<file path="config.mk">
export PLATFORM = sky130hd
export DESIGN_NAME = glitch_sequencer
export DESIGN_NICKNAME = d
export VERILOG_FILES = /design/src/rtl/glitch_sequencer.sv
export SDC_FILE = /design/constraint.sdc
export NUM_CORES = 1
export LEC_CHECK = 0
export CAP_MARGIN = 10
export CORE_MARGIN = 8
export CORE_UTILIZATION = 35
export CTS_CLUSTER_DIAMETER = 200
export DETAILED_ROUTE_END_ITERATION = 6
export PLACE_DENSITY_LB_ADDON = 0.25
export SYNTH_ARGS = -nofsm -noshare
export SYNTH_HDL_FRONTEND = slang
export SYNTH_SLANG_ARGS = --single-unit
</file>
<file path="constraint.sdc">
create_clock -name sc_clk -period 6 [get_ports sc_clk]
set_input_delay 1.2 -clock sc_clk [delete_from_list [all_inputs] [get_ports sc_clk]]
set_output_delay 1.2 -clock sc_clk [all_outputs]
set_load 0.005 [all_outputs]
</file>
<file path="src/rtl/glitch_sequencer.sv">
// Edge-counting glitch sequencer: waits for io_target rising edges on sc_io,
// delays clk_delay cycles, then emits one or more glitch pulses separated by gaps.
module glitch_sequencer #(
  parameter logic [15:0] IO_TARGET_RST = 16'd720,
  parameter logic [31:0] DELAY_RST     = 32'd13255,
  parameter logic [15:0] WIDTH_RST     = 16'd4
) (
  input  logic        sc_clk,
  input  logic        sc_reset,
  input  logic        sc_io,
  input  logic        cfg_valid,
  output logic        cfg_ready,
  input  logic [1:0]  cfg_addr,
  input  logic [31:0] cfg_data,
  input  logic        arm,
  input  logic        abort,
  output logic        glitch_out,
  output logic        trigger,
  output logic        busy,
  output logic        done,
  output logic [15:0] edge_count,
  output logic        led_out,
  output logic        led_out_2
);

  typedef enum logic [2:0] {
    S_IDLE,
    S_ARMED,
    S_DELAY,
    S_GLITCH,
    S_GAP,
    S_DONE
  } state_t;

  state_t      state_q, state_d;
  logic        s1_q, s2_q, s3_q;
  logic        s1_d, s2_d, s3_d;
  logic [31:0] cnt_q, cnt_d;
  logic [7:0]  rem_q, rem_d;
  logic [15:0] edge_count_q, edge_count_d;
  logic        first_q, first_d;
  logic [15:0] io_target_q, io_target_d;
  logic [31:0] clk_delay_q, clk_delay_d;
  logic [15:0] glitch_width_q, glitch_width_d;
  logic [23:0] gap_q, gap_d;
  logic [7:0]  rep_q, rep_d;
  logic        glitch_q, glitch_d;
  logic        trigger_q, trigger_d;
  logic        busy_q, busy_d;
  logic        done_q, done_d;

  logic        edge_det;
  logic [31:0] width_len;
  logic [31:0] gap_len;
  logic [7:0]  rep_len;

  assign edge_det  = s2_q & ~s3_q;
  assign width_len = {16'd0, (glitch_width_q == 16'd0) ? 16'd1 : glitch_width_q};
  assign gap_len   = {8'd0, (gap_q == 24'd0) ? 24'd1 : gap_q};
  assign rep_len   = (rep_q == 8'd0) ? 8'd1 : rep_q;

  // Abort must also refuse a config write offered in the same cycle.
  assign cfg_ready = ((state_q == S_IDLE) || (state_q == S_DONE)) && !abort;

  always_comb begin
    s1_d           = sc_io;
    s2_d           = s1_q;
    s3_d           = s2_q;
    state_d        = state_q;
    cnt_d          = cnt_q;
    rem_d          = rem_q;
    edge_count_d   = edge_count_q;
    first_d        = first_q;
    io_target_d    = io_target_q;
    clk_delay_d    = clk_delay_q;
    glitch_width_d = glitch_width_q;
    gap_d          = gap_q;
    rep_d          = rep_q;

    if (cfg_valid && cfg_ready) begin
      case (cfg_addr)
        2'd0:    io_target_d    = cfg_data[15:0];
        2'd1:    clk_delay_d    = cfg_data;
        2'd2:    glitch_width_d = cfg_data[15:0];
        default: begin
          gap_d = cfg_data[31:8];
          rep_d = cfg_data[7:0];
        end
      endcase
    end

    if (abort) begin
      state_d      = S_IDLE;
      cnt_d        = 32'd0;
      rem_d        = 8'd0;
      edge_count_d = 16'd0;
      first_d      = 1'b0;
    end else begin
      case (state_q)
        S_IDLE, S_DONE: begin
          if (arm) begin
            state_d      = S_ARMED;
            edge_count_d = 16'd0;
            rem_d        = rep_len;
            first_d      = 1'b1;
            cnt_d        = 32'd0;
          end
        end
        S_ARMED: begin
          if (edge_det && (edge_count_q != 16'hFFFF))
            edge_count_d = edge_count_q + 16'd1;
          // Compare the registered count so exit lands one cycle after the final edge.
          if (edge_count_q == io_target_q) begin
            state_d = (clk_delay_q == 32'd0) ? S_GLITCH : S_DELAY;
            cnt_d   = 32'd1;
          end
        end
        S_DELAY: begin
          if (cnt_q == clk_delay_q) begin
            state_d = S_GLITCH;
            cnt_d   = 32'd1;
          end else begin
            cnt_d = cnt_q + 32'd1;
          end
        end
        S_GLITCH: begin
          if (cnt_q == width_len) begin
            rem_d = rem_q - 8'd1;
            if (rem_q > 8'd1) begin
              state_d = S_GAP;
              cnt_d   = 32'd1;
            end else begin
              state_d = S_DONE;
              cnt_d   = 32'd0;
            end
          end else begin
            cnt_d = cnt_q + 32'd1;
          end
        end
        S_GAP: begin
          if (cnt_q == gap_len) begin
            state_d = S_GLITCH;
            cnt_d   = 32'd1;
          end else begin
            cnt_d = cnt_q + 32'd1;
          end
        end
        default: state_d = S_IDLE;
      endcase
    end

    // Outputs are registered decodes of the next state.
    trigger_d = (state_d == S_GLITCH) && first_q;
    if (state_d == S_GLITCH)
      first_d = 1'b0;
    glitch_d = (state_d == S_GLITCH);
    done_d   = (state_d == S_DONE);
    busy_d   = (state_d == S_ARMED) || (state_d == S_DELAY) ||
               (state_d == S_GLITCH) || (state_d == S_GAP);
  end

  always_ff @(posedge sc_clk or posedge sc_reset) begin
    if (sc_reset) begin
      state_q        <= S_IDLE;
      s1_q           <= 1'b0;
      s2_q           <= 1'b0;
      s3_q           <= 1'b0;
      cnt_q          <= 32'd0;
      rem_q          <= 8'd0;
      edge_count_q   <= 16'd0;
      first_q        <= 1'b0;
      io_target_q    <= IO_TARGET_RST;
      clk_delay_q    <= DELAY_RST;
      glitch_width_q <= WIDTH_RST;
      gap_q          <= 24'd1;
      rep_q          <= 8'd1;
      glitch_q       <= 1'b0;
      trigger_q      <= 1'b0;
      busy_q         <= 1'b0;
      done_q         <= 1'b0;
    end else begin
      state_q        <= state_d;
      s1_q           <= s1_d;
      s2_q           <= s2_d;
      s3_q           <= s3_d;
      cnt_q          <= cnt_d;
      rem_q          <= rem_d;
      edge_count_q   <= edge_count_d;
      first_q        <= first_d;
      io_target_q    <= io_target_d;
      clk_delay_q    <= clk_delay_d;
      glitch_width_q <= glitch_width_d;
      gap_q          <= gap_d;
      rep_q          <= rep_d;
      glitch_q       <= glitch_d;
      trigger_q      <= trigger_d;
      busy_q         <= busy_d;
      done_q         <= done_d;
    end
  end

  assign glitch_out = glitch_q;
  assign trigger    = trigger_q;
  assign busy       = busy_q;
  assign done       = done_q;
  assign edge_count = edge_count_q;
  assign led_out    = busy_q;
  assign led_out_2  = done_q;

endmodule

</file>
**Word level (Yosys, flattened, before mapping)**

Cells that the tools add are included.

- Bits in registers: 163
- Latch bits: 0
- Memory bits (writable): 0
- ROM bits: 0
- Input bits: 40
- Output and inout bits: 23
- Word-level logic and storage cells: 107
- Memories: 0

- Add/sub/neg operators: 3
- $mul: 0
- Divide/modulo/power cells: 0
- $lt $le $gt $ge: 1
- Eq/ne operators: 21
- Shift operators: 0
- Multiplexer cells: 32
- Bitwise logic cells: 3
- Reduce and logical (&&, ||, !) cells: 30

Operator list:

| kind | count |
|---|---|
| 2-to-1 mux 32 bit | 6 |
| one-hot mux 32 bit (5 select lines) | 1 |
| 2-to-1 mux 16 bit | 4 |
| adder 32 x 1 -> 32 bit (second input constant) | 1 |
| == test 32 x 16 -> 1 bit | 1 |
| == test 32 x 24 -> 1 bit | 1 |
| == test 32 bit | 1 |
| logical NOT 32 bit | 1 |
| 2-to-1 mux 8 bit | 4 |
| one-hot mux 16 bit (2 select lines) | 1 |
| logical NOT 24 bit | 1 |
| 2-to-1 mux 24 bit | 1 |
| 2-to-1 mux 3 bit | 6 |
| adder 16 x 1 -> 16 bit (second input constant) | 1 |
| == test 16 bit | 1 |
| logical NOT 16 bit | 1 |
| != test 16 bit (second input constant) | 1 |
| one-hot mux 8 bit (2 select lines) | 1 |
| one-hot mux 3 bit (5 select lines) | 1 |
| == test 3 x 2 -> 1 bit (second input constant) | 4 |
| == test 3 bit (second input constant) | 4 |
| != test 3 bit (second input constant) | 4 |
| nonzero test 3 bit | 4 |
| AND reduction 2 bit | 5 |
| 18 further kinds | 34 |

**Depth between registers and ports, before layout**

Gate-level depths: netlist of run 1.

- Depth in word-level cells: 10
- Depth in mapped cells: 9
- Mapped depth without buffers: 8

**Worst setup path after synthesis of run 1**

No wires, ideal clock.

- Kind: input -> register
- Start: input port abort
- End: register io_target_q[0]
- Library setup time: 128 ps
- Data arrival time: 2826 ps
- Path slack: 3047 ps
- Cell stages on the path: 6
- Buffers on the path: 2
- Path through: clkbuf_1 nor4_2 nand2_1 nor3_2 buf_2 mux2_1

- Longest elaborated chain between the ends: 4

RTL lines:

| element | RTL line | source |
|---|---|---|
| start: declaration | 16 | `input logic abort,` |
| logical NOT 1 bit | 63 | `assign cfg_ready = ((state_q == S_IDLE) \|\| (state_q == S_DONE)) && !abort;` |
| logical AND 1 bit | 63 |  |
| net cfg_ready | 12 | `output logic cfg_ready,` |
| logical AND 1 bit | 80 | `if (cfg_valid && cfg_ready) begin` |
| AND reduction 2 bit (no line) | n/a |  |
| end signal: assignment | 190 | `io_target_q <= io_target_d;` |
| end: declaration | 42 | `logic [15:0] io_target_q, io_target_d;` |

The timed path passes the listed nets, and every way through them passes these cells.
A chain may end at the register's enable or synchronous reset.

**Final worst setup path of run 1**

- Start: input port abort
- End: output port cfg_ready

- Longest elaborated chain between the ends: 2

RTL lines:

| element | RTL line |
|---|---|
| logical NOT 1 bit | 63 |
| logical AND 1 bit | 63 |
| end: declaration | 12 |

No other way between the ends.

==> results of run 1 <==
==> Yosys cell counts, types with 5 or more instances <==
library cell    n  area share
a21o_1          5      0.0041
xor2_1         62       0.060
nor4_4          5       0.012
dfstp_2        16       0.046
mux2_1         30       0.037
o21ai_0        16      0.0088
clkbuf_1       26       0.011
o221ai_1       16       0.015
inv_1          13      0.0054
and3_1          8      0.0055
nor2_1         58       0.024
dfrtp_1       147        0.40
o21ai_1        15      0.0083
or3_1          10      0.0069
nand4_1        20       0.014
a21oi_1        16      0.0088
nor3_1         29       0.016
buf_2          20       0.011
o31ai_1         5      0.0041
nor4_1         43       0.030
mux2_2         66       0.082
nand2_1       103       0.043
nand2b_1        5      0.0034
buf_4           6      0.0050
and2_1         12      0.0083
xnor2_1        43       0.041
o211ai_1       10      0.0083
nand3_1        23       0.013
nor2b_1         6      0.0041
==> worst max-delay path by stage <==
stage | slack [ns] | start | endpoint
floorplan | 0.42 | sc_reset | busy$_DFF_PP0_
global placement | 1.78 | abort | cfg_ready
detailed placement | 1.78 | abort | cfg_ready
CTS | 1.78 | abort | cfg_ready
global route | 1.71 | abort | cfg_ready
finish | 1.75 | abort | cfg_ready
==> power by group <==
group | total (mW) | internal (mW) | switching (mW)
Clock | 1.11 | 0.659 | 0.456
Sequential | 1.50 | 1.31 | 0.195
Combinational | 0.514 | 0.276 | 0.237
Total | 3.13 | 2.24 | 0.889
==> kinds of logic after synthesis <==
group                      count (synthesis)  share of synthesized area
adders and majority gates                  4                   0.005506
DFF                                      163                     0.4509
buffers and inverters                     71                    0.03620
muxes                                     96                     0.1189
xor gates and xnor gates                 105                     0.1012
and+or+nand+nor                          343                     0.1974
AOI/OAI and AO/OA                        114                    0.08989
==> cell type report <==
type	count	area (sq um)
Tap cell	335	419.2
Sequential cell	163	4099
Clock inverter	9	118.9
Fill cell	2495	15200
Timing Repair Buffer	73	703.2
Clock buffer	21	480.5
Inverter	14	57.56
Multi-Input combinational cell	662	4681
==> layer usage <==
metal | routed length [microns] | share of wire
met5 | 0 | 0
met4 | 273 | 0.011
met3 | 1026 | 0.042
met2 | 11280 | 0.46
met1 | 12040 | 0.49
==> flip-flops by register name (all words and copies together) (netlist names), 3 cells and up <==
| name | cells |
|---|---|
| glitch_width_q | 16 |
| cnt_q | 32 |
| gap_q | 24 |
| clk_delay_q | 32 |
| edge_count | 16 |
| rep_q | 8 |
| rem_q | 8 |
| state_q | 3 |
| io_target_q | 16 |
==> metrics by stage <==
stage	hold WS (ns)	instances	instance area (sq um)
3_5_place_dp	0.3347	1247	9960
3_3_place_gp	0.3316	1247	9960
2_1_floorplan	0.3312	896	9090
6_report	0.3492	1277	10560
4_1_cts	0.3505	1277	10560
5_1_grt	0.3631	1277	10560
==> worst max-delay path, stage by stage <==
cell	delay, ns
clkdlybuf4s50_1	0.39
buf_4	0.20
nor4_2	0.61
clkdlybuf4s50_1	0.63
==> metrics.txt, run 1 <==
num rows 59; Worst-path clk slew 0.07 ns; post-DR wirelength/cell 19.27 microns; CTS Hold Bufs 0; GR Util All Layers 0.1617; drt drc 0; clock root cell clkbuf_16; vias in the first global route 6,864; most frequent cells in the layout dfrtp_1 (147), nand2_1 (103), mux2_2 (66); I/O pins 63; LEAKAGE 4.392 nW; global-route met1 utilization 0.2335; RSZ-0062 raised after global routing false; M3 GR Usage 0.02795; post-route ant nets 0; Max Buffers Root-to-Sink 2; Post-CTS Setup Repair Bufs 0; Rel. slew slack 0.3963; die area 31,380 sq um; Final Max Slew Viols 0; Die Span Y 177.2 microns; H-tree level count 4; ys async rst share 1.000; hold_sp s1_q$_DFF_PP0_; CP Class in -> out; Total Wirelength 24,610 microns; Placeable Area 25,760 sq um; first-pass GRT wire length 39,990 microns; largest net degree at the start of global routing 72; DR pass1 iterations 5; worst flop-to-flop path endpoint cnt_q[13]$_DFFE_PP0P_; TritonCTS clock tree done; total power divided by cell area 296.4 nW/um^2; FF+latch count, synth 163; antenna violations before repair 0; Worst Hold Depth 0; antenna fix cells 0; maximum vdd drop 0.0002149 V; main flop type after synthesis dfrtp_1; dpl hpwl 17,710 microns; Mapped Cells 896; max_cap viols 0; drt initial violations 513; WP data required 4.80 ns; R2R cell count 8; post-CTS sizing 0; crit-path max FO 17; Worst R2R Start cnt_q[25]$_DFFE_PP0P_; Worst-Margin Slew 0.9056 ns; setup TNS 0 ns; DR vias/cell 5.412; gr busiest metal met2; clk_lat worst skew 0.43 ns; Worst Path Arrival 3.05 ns; fin nets 975; Initial Util 0.3528; Ys Warns 0; syn nets 940; CTS buffer count 17; power consumption 3.130 mW; fin crit period 4.246 ns; EDFF count, synth 0; post-route worst setup slack 1.754 ns; grt met2 use 0.2463; GR Overflow Total 0; sequential cell area fraction in the yosys report 0.4509; Fin. Hold Viols 0; Hold WC Path Type reg -> reg; Vias 6,911; syn avg cell area 10.15 sq um; die width 177.2 microns; FF-to-FF setup slack 2.69 ns; commonest non-fill, non-tap cell in the layout dfrtp_1; area grow syn2layout 16.16%; Finished Core Util 0.4098; outcome complete, no violations; Port Buffer Count 62; Max Clock Freq 235.5 MHz; Worst Hold Path EP s2_q$_DFF_PP0_; DP Worst Slack 1.778 ns; period utilization 0.7077; GP Congestion 0.8602; Final Setup Violations 0; type of origin of the critical path primary input; post-synthesis instance area 9090 sq um; Distinct cells, synth 64; share of layout cells above drive strength 1 0.1582; CTS Sinks 163; Worst setup EP type output port; Final Skew 0.01478 ns
Note: power is estimated with default switching activity, not from simulation.
==> run 2, diff against run 1 <==
==> constraint.sdc (replaced) <==
create_clock -name sc_clk -period 4.38 [get_ports sc_clk]
set_input_delay 0.876 -clock sc_clk [delete_from_list [all_inputs] [get_ports sc_clk]]
set_output_delay 0.876 -clock sc_clk [all_outputs]
set_load 0.005 [all_outputs]
==> run 2 against run 1 <==
Against the previous run:
- sequential power is 37% higher
- via count is 0.29% higher
- combinational power is 36% higher
- final area hardly changed
- global-route usage is 0.10 points higher
- setup slack worse by 0.81 ns
- hold slack better by 0.0054 ns
- total power is 36% higher
- largest power group unchanged
==> metrics.txt, run 2 (same netlist as run 1, synthesis figures left out) <==
Worst Hold Path EP s2_q$_DFF_PP0_ (unchanged); Die Span Y 177.2 microns (unchanged); num rows 59 (unchanged); maximum vdd drop 0.0003242 V (was 0.0002149 V); post-route insts no fill 1,279 (was 1,277); Finished Core Util 0.4102 (was 0.4098); worst flop-to-flop path endpoint cnt_q[13]$_DFFE_PP0P_ (unchanged); die width 177.2 microns (unchanged); period utilization 0.7846; post-CTS sizing 0 (unchanged); Cells after DPL 1,247 (unchanged); outcome complete, no violations (unchanged); TritonCTS clock tree done (unchanged); GR Overflow Total 0 (unchanged); commonest non-fill, non-tap cell in the layout dfrtp_1 (unchanged); largest net degree at the start of global routing 68 (was 72); footprint of the multi-input gates 4684 sq um (was 4681 sq um); Worst-path clk slew 0.07 ns (about the same); Fin. Hold Viols 0 (unchanged); I/O pins 63 (unchanged); most frequent cells in the layout dfrtp_1 (147), nand2_1 (103), mux2_2 (66) (unchanged); Slowest-stage cell, CP clkdlybuf4s50_1 (unchanged); Worst setup EP type output port (unchanged); antenna fix cells 0 (unchanged); share of layout cells above drive strength 1 0.1578 (was 0.1582); CP max stage delay 0.63 ns (about the same); post-route ant nets 0 (unchanged); CTS Sinks 163 (unchanged); CTS Hold Bufs 0 (unchanged); antenna violations before repair 0 (unchanged); WP data required 3.50 ns (was 4.80 ns); Fill cells 2,484 (was 2,495); Worst Hold Depth 0 (unchanged); Port Buffer Count 62 (unchanged); critical path cell sequence clkdlybuf4s50_1 -> nor4_2 -> clkdlybuf4s50_1 (was clkdlybuf4s50_1 -> buf_4 -> nor4_2 -> clkdlybuf4s50_1); hold_sp s1_q$_DFF_PP0_ (unchanged); Placeable Area 25,760 sq um (unchanged); max_cap viols 0 (unchanged); CTS buffer count 17 (unchanged); biggest regs clk_delay_q: 32 flops, cnt_q: 32 flops, gap_q: 24 flops (unchanged); total power divided by cell area 404.0 nW/um^2 (was 296.4 nW/um^2); Post-CTS Setup Repair Bufs 0 (unchanged); clock root cell clkbuf_16 (unchanged); LEAKAGE 4.389 nW (was 4.392 nW); Final Skew 0.01436 ns (was 0.01478 ns); CP dominant cell by count clkdlybuf4s50_1 (unchanged); die area 31,380 sq um (unchanged); post-layout instance area 10,570 sq um (was 10,560 sq um); post-DR wirelength/cell 19.37 microns (was 19.27 microns); Vias 6,931 (was 6,911); fin crit period 3.437 ns; Final Setup Violations 0 (unchanged); Rel. slew slack 0.4123 (was 0.3963); dpl hpwl 18,060 microns (was 17,710 microns); Worst R2R Start cnt_q[24]$_DFFE_PP0P_ (was cnt_q[25]$_DFFE_PP0P_); CP Class in -> out (unchanged); Hold WC Path Type reg -> reg (unchanged); type of origin of the critical path primary input (unchanged); drt drc 0 (unchanged); Placed Area 9987 sq um (was 9960 sq um); Total Wirelength 24,770 microns (was 24,610 microns); GP Congestion 0.8272 (was 0.8602); Worst Path Arrival 2.56 ns (was 3.05 ns); area grow syn2layout 16.27% (was 16.16%); first-pass GRT wire length 40,260 microns (was 39,990 microns); register area 4099 sq um (unchanged); clk_lat worst skew 0.44 ns (was 0.43 ns); Worst-Margin Slew 0.8735 ns (was 0.9056 ns); FF-to-FF setup slack 1.07 ns (was 2.69 ns); crit-path max FO 4 (was 17); setup TNS 0 ns (unchanged); RSZ-0062 raised after global routing false (unchanged); Final Max Slew Viols 0 (unchanged); Max Clock Freq 291.0 MHz; fin nets 975 (unchanged); R2R cell count 7 (was 8); DR vias/cell 5.419 (was 5.412); H-tree level count 4 (unchanged); drt initial violations 420 (was 513); GR Util All Layers 0.1627 (was 0.1617); Max Buffers Root-to-Sink 2 (unchanged); Initial Util 0.3528 (unchanged); vias in the first global route 6,974 (was 6,864); DR pass1 iterations 5 (unchanged)
-- run 2: changes by cell type in the layout (fill, tap and decap cells not counted) --
cell      previous run  this run
clkbuf_8             4         0
clkbuf_1             0         3
buf_12               0         2
buf_4               11         9
a21oi_1             14        13
a21oi_2              3         4
clkinv_2             0         1
inv_6                4         5
inv_8                0         1
-- run 2: how the worst max path moves through the flow --
stage	startpoint	endpoint	slack, ns	depth (start not counted)
2_1_floorplan	sc_reset	busy$_DFF_PP0_	1.45	1
3_3_place_gp	abort	cfg_ready	0.96	3
3_5_place_dp	abort	glitch_width_q[0]$_DFFE_PP0P_	0.93	4
4_1_cts	abort	cfg_ready	0.93	3
5_1_grt	state_q[2]$_DFF_PP0_	cfg_ready	0.82	3
6_report	abort	cfg_ready	0.94	3
-- run 2: metrics by stage --
step | setup slack [ns] | power [mW] | hold slack, ns
4_1_cts | 0.9307 | 4.314 | 0.3579
3_5_place_dp | 0.9272 | 2.789 | 0.3409
5_1_grt | 0.8222 | 4.480 | 0.3609
3_3_place_gp | 0.9600 | 2.771 | 0.3342
6_report | 0.9433 | 4.270 | 0.3545
2_1_floorplan | 1.446 | 2.512 | 0.3312
-- run 2: report_power, final --
part	switching (mW)	leakage, nW	internal, mW
sequential	0.270	2.06	1.79
clock	0.657	0.282	0.854
combinational	0.320	2.04	0.381
total	1.25	4.39	3.02
-- run 2: worst max-delay path: cells and delay by family --
kind          cells  cell delay, ns
buf+inv           2            1.06
simple gates      1            0.62
-- run 2: per-layer routing --
| metal | GRT usage | part of all wire | vias up |
|---|---|---|---|
| met5 | 0 | 0 | - |
| met4 | 0.05814 | 0.023 | 0 |
| met3 | 0.03072 | 0.046 | 42 |
| met2 | 0.2446 | 0.45 | 178 |
| met1 | 0.2290 | 0.48 | 3429 |
| li1 | - | - | 3282 |
-- run 2: cell type report --
class / count / share of cell area
tap: 335 / 0.03966
inverter: 14 / 0.005327
multi-input combinational: 662 / 0.4432
sequential: 163 / 0.3878
clock buffer: 20 / 0.04132
timing repair buffer: 73 / 0.06890
clock inverter: 12 / 0.01373
